--- config.mk ---
export PLATFORM = sky130hd
export DESIGN_NAME = mem_stage
export DESIGN_NICKNAME = d
export VERILOG_FILES = /design/src/rtl/riscv_pkg.sv /design/src/rtl/lsu_align.sv /design/src/rtl/mem_stage.sv
export SDC_FILE = /design/constraint.sdc
export NUM_CORES = 1
export LEC_CHECK = 0
export BUFFER_PORTS_ARGS = -buffer_cell sky130_fd_sc_hd__buf_2
export CELL_PAD_IN_SITES_DETAIL_PLACEMENT = 0
export CELL_PAD_IN_SITES_GLOBAL_PLACEMENT = 2
export CORE_MARGIN = 2
export CORE_UTILIZATION = 27
export DETAILED_ROUTE_END_ITERATION = 10
export HOLD_SLACK_MARGIN = 0.12
export MAX_ROUTING_LAYER = met4
export PLACE_DENSITY = 0.88
export SYNTH_ARGS = -nofsm -noshare
export SYNTH_HDL_FRONTEND = slang
export SYNTH_SLANG_ARGS = --single-unit
--- constraint.sdc ---
create_clock -name clk -period 2.8 [get_ports clk]
set_input_delay 0 -clock clk [delete_from_list [all_inputs] [get_ports clk]]
set_output_delay 0 -clock clk [all_outputs]
set_load 0.005 [all_outputs]
--- src/rtl/riscv_pkg.sv ---
// rtl/riscv_pkg.sv - shared LSU op/size encodings and memory-stage FSM states
package riscv_pkg;

  localparam int TAG_WIDTH_DEF = 4;

  typedef enum logic {
    LSU_OP_LD = 1'b0,
    LSU_OP_WR = 1'b1
  } lsu_op_e;

  typedef enum logic [1:0] {
    LSU_B = 2'd0,
    LSU_H = 2'd1,
    LSU_W = 2'd2
  } lsu_size_e;

  typedef enum logic [1:0] {
    IDLE  = 2'd0,
    REQ   = 2'd1,
    WAIT  = 2'd2,
    DRAIN = 2'd3
  } mem_state_e;

endpackage

--- src/rtl/lsu_align.sv ---
// rtl/lsu_align.sv - byte enables, store data replication and load data shift/extend
module lsu_align
  import riscv_pkg::*;
(
  input  lsu_size_e   size,
  input  logic [1:0]  offset,
  input  logic        sext,
  input  logic [31:0] wdata,
  input  logic [31:0] rdata,
  output logic [3:0]  be,
  output logic [31:0] wdata_rep,
  output logic [31:0] rdata_ext
);

  logic [1:0]  off;
  logic [31:0] shifted;

  // Offset is forced to the access size's natural alignment before use.
  always_comb begin
    off       = 2'b00;
    be        = 4'hF;
    wdata_rep = wdata;
    rdata_ext = 32'h0;
    case (size)
      LSU_B: begin
        off       = offset;
        be        = 4'b0001 << off;
        wdata_rep = {4{wdata[7:0]}};
      end
      LSU_H: begin
        off       = {offset[1], 1'b0};
        be        = 4'b0011 << off;
        wdata_rep = {2{wdata[15:0]}};
      end
      default: begin
        off       = 2'b00;
        be        = 4'hF;
        wdata_rep = wdata;
      end
    endcase
    shifted = rdata >> {off, 3'b000};
    case (size)
      LSU_B:   rdata_ext = {{24{sext & shifted[7]}}, shifted[7:0]};
      LSU_H:   rdata_ext = {{16{sext & shifted[15]}}, shifted[15:0]};
      default: rdata_ext = shifted;
    endcase
  end

endmodule

--- src/rtl/mem_stage.sv ---
// rtl/mem_stage.sv - EX->WB memory stage with data-bus FSM; LSU_MISALIGN_EXC_EN enables misalign errors
module mem_stage
  import riscv_pkg::*;
#(
  parameter int TAG_WIDTH = TAG_WIDTH_DEF
) (
  input  logic                 clk,
  input  logic                 reset,
  input  logic                 valid_ex,
  output logic                 ready_mem,
  input  logic [31:0]          pc_ex,
  input  logic                 rd_wr_en_ex,
  input  logic [TAG_WIDTH-1:0] rd_wr_tag_ex,
  input  logic [4:0]           rd_wr_addr_ex,
  input  logic [31:0]          rd_wr_data_ex,
  input  logic                 lsu_en_ex,
  input  lsu_op_e              lsu_op_ex,
  input  lsu_size_e            lsu_size_ex,
  input  logic                 lsu_sext_ex,
  input  logic [31:0]          lsu_addr_ex,
  input  logic [31:0]          lsu_wdata_ex,
  input  logic                 exc_taken_ex,
  input  logic                 flush_M,
  output logic                 data_req,
  output logic                 data_we,
  output logic [3:0]           data_be,
  output logic [31:0]          data_addr,
  output logic [31:0]          data_wdata,
  input  logic                 data_gnt,
  input  logic                 data_rvalid,
  input  logic                 data_err,
  input  logic [31:0]          data_rdata,
  output logic [31:0]          pc_wb,
  output logic                 rd_wr_en_wb,
  output logic [TAG_WIDTH-1:0] rd_wr_tag_wb,
  output logic [4:0]           rd_wr_addr_wb,
  output logic [31:0]          rd_wr_data_wb,
  output logic                 lsu_en_wb,
  output lsu_op_e              lsu_op_wb,
  output logic [31:0]          lsu_rdata_wb,
  output logic                 lsu_valid_wb,
  output logic                 lsu_err_wb,
  output logic                 exc_taken_wb,
  input  logic                 ready_wb
);

  mem_state_e  state;
  logic        valid_q;
  logic        skip_q;
  logic        misalign_q;
  lsu_size_e   lsu_size_q;
  logic        lsu_sext_q;
  logic [31:0] lsu_addr_q;
  logic [31:0] lsu_wdata_q;
  logic [31:0] rdata_ext;
  logic        misalign_ex;
  logic        accept;

`ifdef LSU_MISALIGN_EXC_EN
  assign misalign_ex = (lsu_size_ex == LSU_H) ? lsu_addr_ex[0] :
                       (lsu_size_ex == LSU_W) ? |lsu_addr_ex[1:0] : 1'b0;
`else
  assign misalign_ex = 1'b0;
`endif

  assign ready_mem  = (~valid_q | ready_wb) & (state == IDLE);
  assign accept     = valid_ex & ready_mem & ~flush_M;
  // Excepted or misaligned accesses pass through REQ for one cycle without touching the bus.
  assign data_req   = (state == REQ) & ~skip_q;
  assign data_we    = (lsu_op_wb == LSU_OP_WR);
  assign data_addr  = {lsu_addr_q[31:2], 2'b00};

  lsu_align u_align (
    .size      (lsu_size_q),
    .offset    (lsu_addr_q[1:0]),
    .sext      (lsu_sext_q),
    .wdata     (lsu_wdata_q),
    .rdata     (data_rdata),
    .be        (data_be),
    .wdata_rep (data_wdata),
    .rdata_ext (rdata_ext)
  );

  always_ff @(posedge clk) begin
    if (reset) begin
      state         <= IDLE;
      valid_q       <= 1'b0;
      skip_q        <= 1'b0;
      misalign_q    <= 1'b0;
      lsu_size_q    <= LSU_B;
      lsu_sext_q    <= 1'b0;
      lsu_addr_q    <= 32'h0;
      lsu_wdata_q   <= 32'h0;
      pc_wb         <= 32'h0;
      rd_wr_en_wb   <= 1'b0;
      rd_wr_tag_wb  <= '0;
      rd_wr_addr_wb <= 5'h0;
      rd_wr_data_wb <= 32'h0;
      lsu_en_wb     <= 1'b0;
      lsu_op_wb     <= LSU_OP_LD;
      lsu_rdata_wb  <= 32'h0;
      lsu_valid_wb  <= 1'b0;
      lsu_err_wb    <= 1'b0;
      exc_taken_wb  <= 1'b0;
    end else begin
      // Flush or WB consumption removes the held instruction and its WB flags.
      if (flush_M && state != DRAIN || state == IDLE && !accept && ready_wb) begin
        valid_q      <= 1'b0;
        rd_wr_en_wb  <= 1'b0;
        lsu_en_wb    <= 1'b0;
        lsu_valid_wb <= 1'b0;
        lsu_err_wb   <= 1'b0;
        exc_taken_wb <= 1'b0;
      end
      case (state)
        IDLE: begin
          if (accept) begin
            valid_q       <= 1'b1;
            pc_wb         <= pc_ex;
            rd_wr_en_wb   <= rd_wr_en_ex;
            rd_wr_tag_wb  <= rd_wr_tag_ex;
            rd_wr_addr_wb <= rd_wr_addr_ex;
            rd_wr_data_wb <= rd_wr_data_ex;
            lsu_en_wb     <= lsu_en_ex;
            lsu_op_wb     <= lsu_op_ex;
            lsu_size_q    <= lsu_size_ex;
            lsu_sext_q    <= lsu_sext_ex;
            lsu_addr_q    <= lsu_addr_ex;
            lsu_wdata_q   <= lsu_wdata_ex;
            exc_taken_wb  <= exc_taken_ex;
            skip_q        <= exc_taken_ex | misalign_ex;
            misalign_q    <= misalign_ex & ~exc_taken_ex;
            lsu_rdata_wb  <= 32'h0;
            lsu_valid_wb  <= 1'b0;
            lsu_err_wb    <= 1'b0;
            if (lsu_en_ex) state <= REQ;
          end
        end
        REQ: begin
          if (flush_M) begin
            state <= (data_gnt && !skip_q) ? DRAIN : IDLE;
          end else if (skip_q) begin
            state        <= IDLE;
            lsu_valid_wb <= 1'b1;
            lsu_err_wb   <= misalign_q;
          end else if (data_gnt) begin
            state <= WAIT;
          end
        end
        WAIT: begin
          if (flush_M) begin
            state <= data_rvalid ? IDLE : DRAIN;
          end else if (data_rvalid) begin
            state        <= IDLE;
            lsu_valid_wb <= 1'b1;
            lsu_err_wb   <= data_err;
            lsu_rdata_wb <= (lsu_op_wb == LSU_OP_LD) ? rdata_ext : 32'h0;
          end
        end
        DRAIN: begin
          if (data_rvalid) state <= IDLE;
        end
        default: state <= IDLE;
      endcase
    end
  end

endmodule

After elaboration in Yosys (flattened, before gate mapping) --
Index checks and enable logic that the tools add are counted. W data, S select, Z words.
Word-level totals: flip-flop bits (word level) 182, input bits 184, output and inout bits 182, word-level logic and storage cells 99
Operators by class: equality and inequality tests 10, shift-type cells 3, muxes and demuxes 45, bitwise gates (word level) 10, reduce and logical (&&, ||, !) cells 13
Operators with widths (count):
- $pmux W32 S2 | 3
- $mux W32 | 4
- $shr A32 B5 Y32 | 1
- $mux W1 | 24
- $mux W2 | 9
- $ne A2 B2 Y1 const B | 5
- $pmux W2 S4 | 1
- $pmux W4 S2 | 1
- $and A1 B1 Y1 | 6
- $pmux W1 S3 | 2
- $eq A2 B1 Y1 const B | 2
- $eq A2 B2 Y1 const B | 2
- $logic_and A1 B1 Y1 | 4
- $logic_not A2 Y1 | 2
- $ne A4 B4 Y1 const B | 1
- $pmux W2 S2 | 1
- $reduce_and A4 Y1 | 1
- $shl A1 B2 Y4 const A | 1
- $shl A2 B2 Y4 const A | 1
- $not A1 Y1 | 3
- $reduce_and A3 Y1 | 1
- $logic_not A1 Y1 | 2
- $reduce_and A2 Y1 | 1
- $reduce_bool A2 Y1 | 1
- other kinds (2) | 2

Longest topological paths before layout --
depth after elaboration 13, depth in mapped cells 8, gate-level depth less buffers 5

Cells and area by module --
A second synthesis with hierarchy kept.
Unflattened totals: cell total of the unflattened synthesis 1044, area, all modules 9355.2 um^2
Modules (own cells, without submodules):
- mem_stage | times used 1, cells each 904, area an instance 8169.1 um^2, seq. area each 3643.5 um^2
- lsu_align | times used 1, cells each 140, area an instance 1186.1 um^2, seq. area each 0.0 um^2

Worst setup path after synthesis --
OpenSTA, ideal clock, no wires.
path type flip-flop to flip-flop, start register lsu_size_q[0], end register lsu_rdata_wb[22], setup time 0.123 ns, arrival 1.543 ns, data required time 2.677 ns, setup slack 1.134 ns, cell stages (with the launch flop) 7, buffers on the path 2, period minus slack after synthesis 1.666 ns, cells stage by stage dfxtp_1 -> clkbuf_8 -> and2b_2 -> o31a_2 -> a31oi_1 -> clkbuf_2 -> o21ai_0
Between the ends: word-level cells in the longest chain between the ends 9, elaborated cells on any way between the ends 11, classes of those cells eq/ne: 1; shift: 1; mux: 6; bitwise: 2; reduce/logical: 1
RTL lines:
- from (decl) | line mem_stage.sv:51 | lsu_size_e lsu_size_q;
- from (signal assigned) | line mem_stage.sv:126 | lsu_size_q <= lsu_size_ex;
- $eq A2 B1 Y1 / $logic_not A2 Y1 (equally long branches) | line lsu_align.sv:24, lsu_align.sv:42
- $pmux W2 S2 | line lsu_align.sv:24 | case (size)
- $shr A32 B5 Y32 | line lsu_align.sv:41 | shifted = rdata >> {off, 3'b000};
- $and A1 B1 Y1 (on tied branches) | line lsu_align.sv:44, lsu_align.sv:43
- $pmux W32 S2 * | line lsu_align.sv:42 | case (size)
- $mux W32 * | line mem_stage.sv:157 | lsu_rdata_wb <= (lsu_op_wb == LSU_OP_LD) ? rdata_ext : 32'h0;
- $mux W32 * | line mem_stage.sv:153 | end else if (data_rvalid) begin
- $mux W32 * | line mem_stage.sv:151 | if (flush_M) begin
- $pmux W32 S2 * | line mem_stage.sv:115 | case (state)
- to (signal assigned) | line mem_stage.sv:157
- to (decl) | line mem_stage.sv:40 | output logic [31:0] lsu_rdata_wb,
Every way passes the cells marked *; elsewhere a longest branch is shown, timed or not. The select of a mux whose other input is x is not followed. A chain may end at the register's enable or synchronous reset.

Worst setup path after layout --
start register state[1], end register lsu_rdata_wb[15]
Between the ends: word-level cells in the longest chain between the ends 6, elaborated cells on any way between the ends 11, classes of those cells eq/ne: 4; mux: 1; bitwise: 3; reduce/logical: 3
RTL lines:
- from (decl) | line mem_stage.sv:47 | mem_state_e state;
- from (signal assigned) | line mem_stage.sv:141 | state <= (data_gnt && !skip_q) ? DRAIN : IDLE;
- from (signal assigned) | line mem_stage.sv:152 | state <= data_rvalid ? IDLE : DRAIN;
- $logic_not A2 Y1 | line mem_stage.sv:66, mem_stage.sv:115
- $and A1 B1 Y1 | line mem_stage.sv:66 | assign ready_mem = (~valid_q | ready_wb) & (state == IDLE);
- $and A1 B1 Y1 (2 in a row) | line mem_stage.sv:67 | assign accept = valid_ex & ready_mem & ~flush_M;
- $ne A2 B2 Y1 (no source line)
- $reduce_and A4 Y1 (no source line)
Several ways; a longest one is shown, not always the timed one.

==> flow_metrics.env <==
export IMPL_grt_pass1_wl_um=40820
export IMPL_clock_skew_ns=0.01356
export IMPL_cts_tree="built"
export IMPL_switching_share=0.2718
export IMPL_power_static_leakage_nw=5.288
export IMPL_die_width_um=171.6
export IMPL_yosysSeqAreaShare=0.4804
export IMPL_synthTopCellsByArea="dfxtp_1, nand2_1, a21oi_1"
export IMPL_clock_sinks=182
export IMPL_crit_fanout=13
export IMPL_hpwl_um=17660
export IMPL_clockBufferDepth=2
export IMPL_intPower_w=0.004467
export IMPL_synthCells=932
export IMPL_netlist_area_leader_share=0.4804
export IMPL_switchingPower_w=0.001668
export IMPL_start_util=0.2737
export IMPL_critPathArrivalTime_ns=2.85
export IMPL_grt_pass1_vias=7638
export IMPL_synth_edff_count=0
export IMPL_seq_power_share=0.448
export IMPL_slew_headroom=0.5248
export IMPL_synthArstFlopShare=0
export IMPL_die_area_um2=29440
export IMPL_cts_root_buf="clkbuf_16"
export IMPL_dr_total_vias=8023
export IMPL_r2r_setup_slack_ns=0.32
export IMPL_fin_setup_tns_ns=0
export IMPL_cts_hold_fix_buffers=192
export IMPL_combPwrFrac=0.148
export IMPL_critPathKind="reg2reg"
export IMPL_worstSetupEndpointType="flop"
export IMPL_worstPathRequired_ns=3.16
export IMPL_wl_um=27060
export IMPL_cts_resized=0
export IMPL_detail_route_wl_per_cell_um=14.99
export IMPL_slowest_stage="dfxtp_1"
export IMPL_core_um2=27710
export IMPL_avgSynthCellArea_um2=8.137
export IMPL_ys_warn_count=0
export IMPL_htree_levels=4
export IMPL_drive_gt1_frac=0.3156
export IMPL_p_per_area_nw_per_um2=515.0
export IMPL_fmax_mhz=402.8
export IMPL_netlist_area_um2=7584
export IMPL_drtIter0Drc=474
export IMPL_period_needed_ns=2.483
export IMPL_cp_start_kind="flop"
export IMPL_grt_use_total=0.1804
export IMPL_die_h_um=171.6
export IMPL_status="finished, final reports clean"
export IMPL_worstMarginPinSlew_ns=0.7127
export IMPL_ys_ff_latch=182
export IMPL_path_cells="nand4bb_4, or3_4, a21o_1, or4_4, o211ai_2, dlygate4sd3_1"
export IMPL_setup_slack_ns=0.3172
export IMPL_ios=366
export IMPL_finalHoldViolCount=0
export IMPL_post_cts_repair_setup_buffers=0
export IMPL_clk_latency_ns=0.43
export IMPL_grt_ovfl_total=0
export IMPL_max_vdd_ir_drop_uv=312.0
export IMPL_yosys_area_top_type="dfxtp_1"
export IMPL_area_delta_synth_final_pct=57.09
export IMPL_port_buffers=363
export IMPL_final_nets=1597
export IMPL_gp_congestion=0.8287
export IMPL_grt_max_degree=147
export IMPL_finalSetupViolations=0
export IMPL_ant_nets=0
export IMPL_cts_made_buffers=17
export IMPL_num_rows=61
export IMPL_rsz0062_at_grt="no"
export IMPL_maxCapViolCount=0
export IMPL_dpl_worst_slack_ns=0.8820
export IMPL_drcViolationCount=0
export IMPL_dr_pass1_iters=4
export IMPL_ys_flop_type="dfxtp_1"
export IMPL_clkPwrFrac=0.404
export IMPL_slew_viol_final=0
export IMPL_viasPerCell=4.445
export IMPL_cpPeakStageDelay_ns=0.59
export IMPL_timing_final_crit_share=0.8867
export IMPL_hold_path_class="in2reg"
export IMPL_clk_pin_slew_ns=0.08
export IMPL_holdWs_ns=0.2604
export IMPL_antenna_found_initial=0
export IMPL_yosysUniqueCellTypes=45
## flip-flops by register name (all words and copies together) (netlist names), 2 cells and up
name and flops:
pc_wb 32, lsu_wdata_q 32, state 2, rd_wr_data_wb 32, lsu_size_q 2, rd_wr_addr_wb 5, lsu_rdata_wb 32, lsu_addr_q 32
rd_wr_tag_wb 4
## routing by layer
metal | GRT usage | up-vias | share of wire
li1 | - | 4033 | -
met5 | - | - | 0
met3 | 0.04441 | 29 | 0.062
met1 | 0.2231 | 3694 | 0.44
met4 | 0.05122 | 0 | 0.017
met2 | 0.2923 | 267 | 0.48
## worst max-delay path: cells and delay by family (launching register included)
| family | cells | cell delay, ns |
|---|---|---|
| AO/OA/AOI/OAI | 2 | 0.27 |
| buffers and inverters | 1 | 0.55 |
| flip-flops | 1 | 0.59 |
| AND/OR/NAND/NOR | 3 | 1.03 |
## power groups by stage
stage                     clock network [W]  registers (W)  logic, W
after global placement                    0        0.00280  0.000698
after CTS                           0.00256        0.00275  0.000916
after floorplan                           0        0.00280  0.000389
after detailed placement                  0        0.00281  0.000700
final                               0.00248        0.00275  0.000910
after global routing                0.00266        0.00276   0.00100
## stage by stage
stage / instances / power, W / util / cell area (um^2)
finish: 1805 / 0.006135 / 0.4300 / 11910
floorplan: 933 / 0.003191 / - / 7587
global route: 1804 / 0.006421 / 0.4299 / 11910
detailed placement: 1580 / 0.003508 / 0.3391 / 9394
global placement: 1580 / 0.003502 / 0.3391 / 9394
CTS: 1804 / 0.006229 / 0.4299 / 11910
## worst paths after layout
| check | startpoint | endpoint | depth (start not counted) |
|---|---|---|---|
| worst min-delay path | ready_wb | exc_taken_wb$_SDFF_PP0_ | 5 |
| worst max-delay path | state[1]$_SDFFE_PP0P_ | lsu_rdata_wb[15]$_SDFFE_PP0P_ | 6 |
| worst max register to register | state[1]$_SDFFE_PP0P_ | lsu_rdata_wb[15]$_SDFFE_PP0P_ | 6 |
| worst min register to register | lsu_rdata_wb[29]$_SDFFE_PP0P_ | lsu_rdata_wb[29]$_SDFFE_PP0P_ | 2 |
## cells in the mapped netlist, types with 5 or more instances
| cell | number |
|---|---|
| mux4_2 | 7 |
| buf_4 | 42 |
| o21ai_0 | 45 |
| nor2_1 | 11 |
| nor3_1 | 6 |
| clkbuf_8 | 6 |
| nand2_1 | 322 |
| a22o_1 | 17 |
| a21oi_1 | 152 |
| a22oi_1 | 6 |
| dfxtp_1 | 182 |
| mux2i_1 | 11 |
| mux2_2 | 16 |
| buf_2 | 19 |
| clkbuf_1 | 42 |
| o22ai_1 | 5 |
## cell type report
cell class | count | area, um^2
inverters | 3 | 11.26
fillers | 2858 | 15790
clock buffers | 18 | 439.2
diodes | 1 | 2.502
multi-input cells | 636 | 3274
repair buffers | 573 | 3914
well taps | 378 | 473.0
clock inverters | 14 | 155.1
flip-flops and latches | 182 | 3643
## cells in the final DEF (no fill, tap or decap), drive strengths merged, types with 4 or more instances in the layout
master       Yosys  layout
a21oi          152     152
a22o            18      18
a22oi            6       6
a2bb2oi          4       4
buf             63     381
clkbuf          49      18
clkinv           0       5
dfxtp          182     182
dlygate4sd3      0     192
inv              3      11
mux2            16      16
mux2i           11      11
mux4             7       7
nand2          322     322
nor2            11      11
nor3             7       7
o21ai           45      45
o22ai            5       5
## logic make-up after synthesis
| logic type | synth area share |
|---|---|
| DFF | 0.4804 |
| muxes | 0.05907 |
| other | 0.0004945 |
| buffers and inverters | 0.09091 |
| AOI/OAI and AO/OA | 0.1752 |
| and+or+nand+nor | 0.1939 |
(Power assumes the default switching activity.)
